### config.mk
export PLATFORM = sky130hd
export DESIGN_NAME = sequential_arith_unit
export DESIGN_NICKNAME = d
export VERILOG_FILES = /design/src/rtl/sequential_arith_unit.sv
export SDC_FILE = /design/constraint.sdc
export NUM_CORES = 1
export LEC_CHECK = 0
export ABC_CLOCK_PERIOD_IN_PS = 3100
export BUFFER_PORTS_ARGS = -buffer_cell sky130_fd_sc_hd__buf_4
export CAP_MARGIN = 20
export CELL_PAD_IN_SITES_DETAIL_PLACEMENT = 0
export CELL_PAD_IN_SITES_GLOBAL_PLACEMENT = 2
export CORE_MARGIN = 1
export CORE_UTILIZATION = 30
export CTS_BUF_LIST = sky130_fd_sc_hd__clkbuf_16
export DETAILED_ROUTE_END_ITERATION = 8
export PLACE_DENSITY_LB_ADDON = 0.1
export SLEW_MARGIN = 5
export SYNTH_ARGS = -nofsm -noshare
export SYNTH_HDL_FRONTEND = slang
export SYNTH_SLANG_ARGS = --single-unit
### constraint.sdc
create_clock -name Clock -period 3.1 [get_ports Clock]
set_clock_uncertainty 0.05 [all_clocks]
set_input_delay 0.155 -clock Clock [delete_from_list [all_inputs] [get_ports Clock]]
set_output_delay 0.155 -clock Clock [all_outputs]
set_load 0.1 [all_outputs]
### src/rtl/sequential_arith_unit.sv
// sequential_arith_unit
//
// Multi-cycle arithmetic unit with two operand registers (A, B) loaded from a
// shared data bus. Supports add, subtract, accumulate (add and write the sum
// back into A) and, optionally, an unsigned shift-add multiply.
//
// Configuration macro: ARITH_MUL_EN
//   defined   -> MUL state and shift-add datapath are built; Op=10 multiplies
//   undefined -> Op=10 is illegal: it takes the EXEC path timing and leaves
//                Result, ResultHi and Flags untouched; no multiplier logic
//
// Ports
//   Clock    : single clock, rising edge
//   Clear    : synchronous active-high reset, highest priority
//   X        : shared operand data bus (WIDTH bits)
//   LoadA    : load X into A (only in IDLE with Start low)
//   LoadB    : load X into B (only in IDLE with Start low)
//   Op       : 00 add, 01 subtract, 10 multiply, 11 accumulate
//   Start    : one-cycle request, honoured only in IDLE
//   Result   : registered low result
//   ResultHi : registered upper product half (zero for non-multiply ops)
//   Flags    : registered {N,Z,C,V}
//   Busy     : high while in EXEC or MUL
//   Done     : one-cycle completion pulse
//
// Timing: with Start sampled at edge 0, add/sub/acc raise Done after edge 2
// and multiply raises Done after edge WIDTH+2. Done is registered off the
// DONE state, so it appears in the cycle following DONE.

module sequential_arith_unit #(
    parameter int WIDTH = 8
) (
    input  logic             Clock,
    input  logic             Clear,
    input  logic [WIDTH-1:0] X,
    input  logic             LoadA,
    input  logic             LoadB,
    input  logic [1:0]       Op,
    input  logic             Start,
    output logic [WIDTH-1:0] Result,
    output logic [WIDTH-1:0] ResultHi,
    output logic [3:0]       Flags,
    output logic             Busy,
    output logic             Done
);

    typedef enum logic [1:0] {
        IDLE = 2'd0,
        EXEC = 2'd1,
        MUL  = 2'd2,
        DONE = 2'd3
    } stateT;

    localparam logic [1:0] OP_ADD = 2'b00;
    localparam logic [1:0] OP_SUB = 2'b01;
    localparam logic [1:0] OP_MUL = 2'b10;
    localparam logic [1:0] OP_ACC = 2'b11;

    stateT            state;
    logic [WIDTH-1:0] regA;
    logic [WIDTH-1:0] regB;
    logic [WIDTH-1:0] opA;
    logic [WIDTH-1:0] opB;
    logic [1:0]       opLatched;

`ifdef ARITH_MUL_EN
    localparam int CW = $clog2(WIDTH + 1);

    logic [2*WIDTH-1:0] prodAcc;
    logic [2*WIDTH-1:0] mcand;
    logic [WIDTH-1:0]   mplier;
    logic [CW-1:0]      mulCount;
    logic [3:0]         mulFlags;
`endif

    logic [WIDTH-1:0] bEff;
    logic             carryIn;
    logic [WIDTH:0]   sumFull;
    logic [WIDTH-1:0] sumLow;
    logic             overflow;
    logic [3:0]       addFlags;

    // Single ripple adder shared by add, subtract and accumulate. Subtract is
    // A + ~B + 1, so the carry out means "no borrow" and the overflow rule is
    // the same as for add once B has been conditionally inverted.
    always_comb begin
        bEff     = (opLatched == OP_SUB) ? ~opB : opB;
        carryIn  = (opLatched == OP_SUB);
        sumFull  = {1'b0, opA} + {1'b0, bEff} + {{WIDTH{1'b0}}, carryIn};
        sumLow   = sumFull[WIDTH-1:0];
        overflow = (opA[WIDTH-1] == bEff[WIDTH-1]) && (sumLow[WIDTH-1] != opA[WIDTH-1]);
        addFlags = {sumLow[WIDTH-1], (sumLow == '0), sumFull[WIDTH], overflow};
    end

`ifdef ARITH_MUL_EN
    // Product flags: N is the product MSB, C is always clear and V reports a
    // product that does not fit in the low half.
    always_comb begin
        mulFlags = {prodAcc[2*WIDTH-1], (prodAcc == '0), 1'b0,
                    (prodAcc[2*WIDTH-1:WIDTH] != '0)};
    end
`endif

    // Main controller. Operands are copied into opA/opB on Start so the
    // operand registers can never disturb an operation in flight; loads are
    // only honoured in IDLE when no Start is present. Clear wins over
    // everything and also swallows any pending Done.
    always_ff @(posedge Clock) begin
        if (Clear) begin
            state     <= IDLE;
            regA      <= '0;
            regB      <= '0;
            opA       <= '0;
            opB       <= '0;
            opLatched <= OP_ADD;
            Result    <= '0;
            ResultHi  <= '0;
            Flags     <= '0;
            Busy      <= 1'b0;
            Done      <= 1'b0;
`ifdef ARITH_MUL_EN
            prodAcc   <= '0;
            mcand     <= '0;
            mplier    <= '0;
            mulCount  <= '0;
`endif
        end else begin
            Done <= 1'b0;
            case (state)
                IDLE: begin
                    if (Start) begin
                        opLatched <= Op;
                        opA       <= regA;
                        opB       <= regB;
                        Busy      <= 1'b1;
`ifdef ARITH_MUL_EN
                        if (Op == OP_MUL) begin
                            prodAcc  <= '0;
                            mcand    <= {{WIDTH{1'b0}}, regA};
                            mplier   <= regB;
                            mulCount <= '0;
                            state    <= MUL;
                        end else begin
                            state <= EXEC;
                        end
`else
                        state <= EXEC;
`endif
                    end else begin
                        if (LoadA) regA <= X;
                        if (LoadB) regB <= X;
                    end
                end

                EXEC: begin
                    // Op=10 only reaches EXEC when the multiplier is not
                    // built; it then completes without touching the outputs.
                    if (opLatched != OP_MUL) begin
                        Result   <= sumLow;
                        ResultHi <= '0;
                        Flags    <= addFlags;
                        if (opLatched == OP_ACC) regA <= sumLow;
                    end
                    Busy  <= 1'b0;
                    state <= DONE;
                end

`ifdef ARITH_MUL_EN
                MUL: begin
                    // WIDTH partial-product cycles, then one cycle that
                    // publishes the finished product.
                    if (mulCount == CW'(WIDTH)) begin
                        Result   <= prodAcc[WIDTH-1:0];
                        ResultHi <= prodAcc[2*WIDTH-1:WIDTH];
                        Flags    <= mulFlags;
                        Busy     <= 1'b0;
                        state    <= DONE;
                    end else begin
                        if (mplier[0]) prodAcc <= prodAcc + mcand;
                        mcand    <= mcand << 1;
                        mplier   <= mplier >> 1;
                        mulCount <= mulCount + 1'b1;
                    end
                end
`endif

                DONE: begin
                    Done  <= 1'b1;
                    state <= IDLE;
                end

                default: begin
                    Busy  <= 1'b0;
                    state <= IDLE;
                end
            endcase
        end
    end

endmodule

# Word level (Yosys, flattened, before mapping)
# Index checks and enable logic that the tools add are counted.
# classes
add_sub_neg	2
n_eq_ne	12
muxes	11
bitwise_logic	3
reduce_logical	9
# op_table
operator	count
8-bit 2-to-1 mux	5
8-bit case mux with 2 select lines	1
2-bit inequality test, second input constant	6
8-bit by 8-bit adder with 9-bit output	1
9-bit by 1-bit adder with 9-bit output	1
8-bit logical NOT	1
8-bit NOT	1
2-bit AND reduction	3
5-bit AND reduction	1
2-bit by 1-bit equality test with 1-bit output, second input constant	2
2-bit equality test, second input constant	2
2-bit case mux with 2 select lines	1
3-bit AND reduction	1
2-bit logical NOT	1
1-bit 2-to-1 mux	2
2-bit 2-to-1 mux	1
1-bit NOT	2
1-bit case mux with 2 select lines	1
2-bit nonzero test	1
1-bit equality test	1
1-bit logical AND	1
1-bit inequality test	1
# word_totals
regBits	50
out_inout_bits	22
word_cells	47

# Longest topological paths before layout
# depth
ltp_word	7
ltp_mapped	11
mapped_depth_nobuf	11

# Worst setup path after synthesis
# Ideal clock, no wire load.
# synth_timing
path_type	reg-to-reg
start	register opLatched[0]
end	register Flags[2]
setup_ns	0.084
arrival_time_ns	2.510
setup_slack_ns	0.456
path_stages_with_launch	10
period_less_slack_ns	2.644
cell_sequence	dfxtp_1 > or3b_1 > and2_4 > fa_1 > nor2b_1 > o311ai_0 > a21oi_1 > a211oi_1 > or4_1 > o31ai_2
# synth_via
elab_chain_cells	5
# synth_lines
element	line_no	text
start, declared	64	logic [1:0] opLatched;
start signal, assigned	132	opLatched <= Op;
2-bit by 1-bit equality test with 1-bit output	87, 88	
8-bit 2-to-1 mux	87	bEff = (opLatched == OP_SUB) ? ~opB : opB;
8-bit by 8-bit adder with 9-bit output	89	sumFull = {1'b0, opA} + {1'b0, bEff} + {{WIDTH{1'b0}}, carryIn};
9-bit by 1-bit adder with 9-bit output	89	
8-bit logical NOT	92	addFlags = {sumLow[WIDTH-1], (sumLow == '0), sumFull[WIDTH], overflow};
end signal, assigned	161	Flags <= addFlags;
end, declared	42	output logic [3:0] Flags,
# Several ways; a longest one is shown, not always the timed one.
# A chain may end at the register's enable or synchronous reset.

# Final worst setup path
# Same ends and word-level chain as after synthesis.

==> reports/results.ini <==
[global_route]
antenna_found_initial=0
grt_pass1_vias=1840
grt_use_total_pct=15.1
grt_pass1_wl_mm=9.60
grt_max_degree=52
globalRouteOverflowTotal=0

[logic_synthesis]
syn_area_um2=2380
seq_area_frac_synth_pct=41.1
synthesis.instances=294
synth_top_area_cell=dfxtp_1
synthFlopType=dfxtp_1
synth_cell_type_count=43
synth_most_common_cell=nand2_1
synth_common_cells=nand2_1, dfxtp_1, a21oi_1, nor2_1, clkbuf_1
synthArstFlopShare_pct=0
ys_seq_elements=49
yosys_warnings=0
syn_avg_cell_area_um2=8.11
synth_area_leaders=dfxtp_1, nand2_1, a21oi_1
synth_edf_count=0
synth_top_area_share_pct=41.1

[critical_path]
path_max_fanout=6
required_ps=3260
crit_path_end_kind=flop
start_kind=flop
critPathArrivalTime_ps=3010
path_class=flop to flop

[clocking]
path_clk_slew_ps=60
postCtsSetupBuffers=0
cts.path.max_buffers=2
ctsRootBufferMaster=clkbuf_16
cts_resized=0
clk-insertion-delay-late_ps=290
cts_tree=yes
htreeDepth=2
clock_sink_count=49
cts_made_buffers=5
cts_hold_buf=0

[routing]
wl_per_cell_um=14.0
vias=1926
via_per_inst=4.60
wirelength_mm=5.85
drt_iter0_drc=69
drcViolationCount=0
ant_nets=0
dr.pass1.iters=4

[die]
die_h_um=91.2
rows=32
die_area_um2=8310
start_util_pct=30.9
die_w_um=91.2
core_area_um2=7730
ios=37

[sta]
setup_tns_ps=0
period_needed_ps=2850
worstMarginPinSlew_ps=907
period_share_pct=92.0
holdWs_ps=63.7
slew_headroom_pct=39.4
fmax_mhz=351
setup_viol=0
final-max-slew-violation-count=0
hold_viol_final=0
rsz0062_at_grt=false

[final_layout]
antenna_cells=0
fin_nets=339
finish.utilization_pct=35.9
drive_gt1_share_pct=16.4
synthToLayoutAreaGrowth_pct=16.3

[place]
gp_congestion=0.754
hpwl_mm=4.26
io_buffers=28

[flow_run]
drv_cap=0

[outcome]
status=finished clean

[power_and_ir_drop]
p_per_area_nw_per_um2=546
leakage_nw=1.05
p_total_w=0.00151
peakVddDrop_uv=224

[worst_hold_path]
hold_path_class=input port to flop

==> through the flow <==
stage | setup WS [ps] | area (um2) | instances
after CTS | 223 | 2770 | 419
final | 247 | 2770 | 419
after detailed placement | 238 | 2640 | 411
after global routing | 18.4 | 2770 | 419
after floorplan | 456 | 2410 | 301
after global placement | 297 | 2640 | 411
==> metal layers <==
metal  share of wire (%)  GRT usage [%]  wire length, um  vias up
li1                    -              -                -     1009
met4                 1.3           4.76               76        0
met2                  45           24.3             2660       23
met5                   0              0                0        -
met1                  51           20.3             3000      887
met3                 1.9           2.76              114        7
==> path summary, 6_finish.rpt <==
kind	start	to	slack (ps)	cells past startpoint
max	opLatched[0]	Flags[2]	250	9
min	Op[1]	opLatched[1]	60	3
max reg2reg	opLatched[0]	Flags[2]	250	9
min reg2reg	regB[7]	opB[7]	400	2
==> kinds of logic after synthesis <==
group,Yosys count,synth area share (%)
buffers and inverters,28,6.66
DFF,49,41.1
xor gates and xnor gates,13,5.40
and+or+nand+nor,126,23.1
AOI/OAI and AO/OA,67,18.2
other,1,0.157
muxes,2,0.839
adders and majority gates,8,4.51
==> cells in the final DEF (no fill, tap or decap), types with 2 or more instances in the layout <==
master     synthesis  final
a211oi_1           5      5
a21oi_1           40     40
a311oi_1           3      3
a311oi_2           2      2
and2_1             3      3
and2_4             2      2
buf_4             10     32
clkbuf_16          0      5
clkinv_2           0      2
conb_1             1      8
dfxtp_1           49     49
ha_1               7      7
inv_1              4      5
mux2i_1            2      2
nand2_1           81     81
nand3b_1           3      3
nor2_1            24     24
nor3_1             4      4
o21ai_0            8      8
xnor2_1            9      9
xor2_1             2      2
==> power breakdown <==
group          leakage, nW  internal (W)  switching, W
clock               0.0748      0.000293      0.000228
combinational        0.573     0.0000851      0.000230
sequential           0.399      0.000658     0.0000194
total                 1.05       0.00104      0.000478
==> registers in the layout (all words and copies together), names as in the netlist <==
register,cells
Done,1
state,2
opA,8
Busy,1
regB,8
regA,8
opB,8
Result,8
opLatched,2
Flags,3
==> layout make-up <==
| type | count | area (um2) |
|---|---|---|
| clock buffer | 5 | 125 |
| sequential | 49 | 981 |
| tap | 102 | 128 |
| timing repair buffer | 32 | 240 |
| clock inverter | 3 | 13.8 |
| fill | 863 | 4950 |
| multi-input combinational | 224 | 1270 |
| inverter | 4 | 15.0 |
==> worst max-delay path, cell delays in order, from the launching register on <==
cell and delay, ps:
dfxtp_1 400, or3b_1 400, and2_4 190, fa_1 400, nor2b_1 150, o311ai_0 170, a21oi_1 210, a211oi_1 100
or4_1 530, o31ai_2 170
No activity file was read; power rests on OpenSTA's default activity.
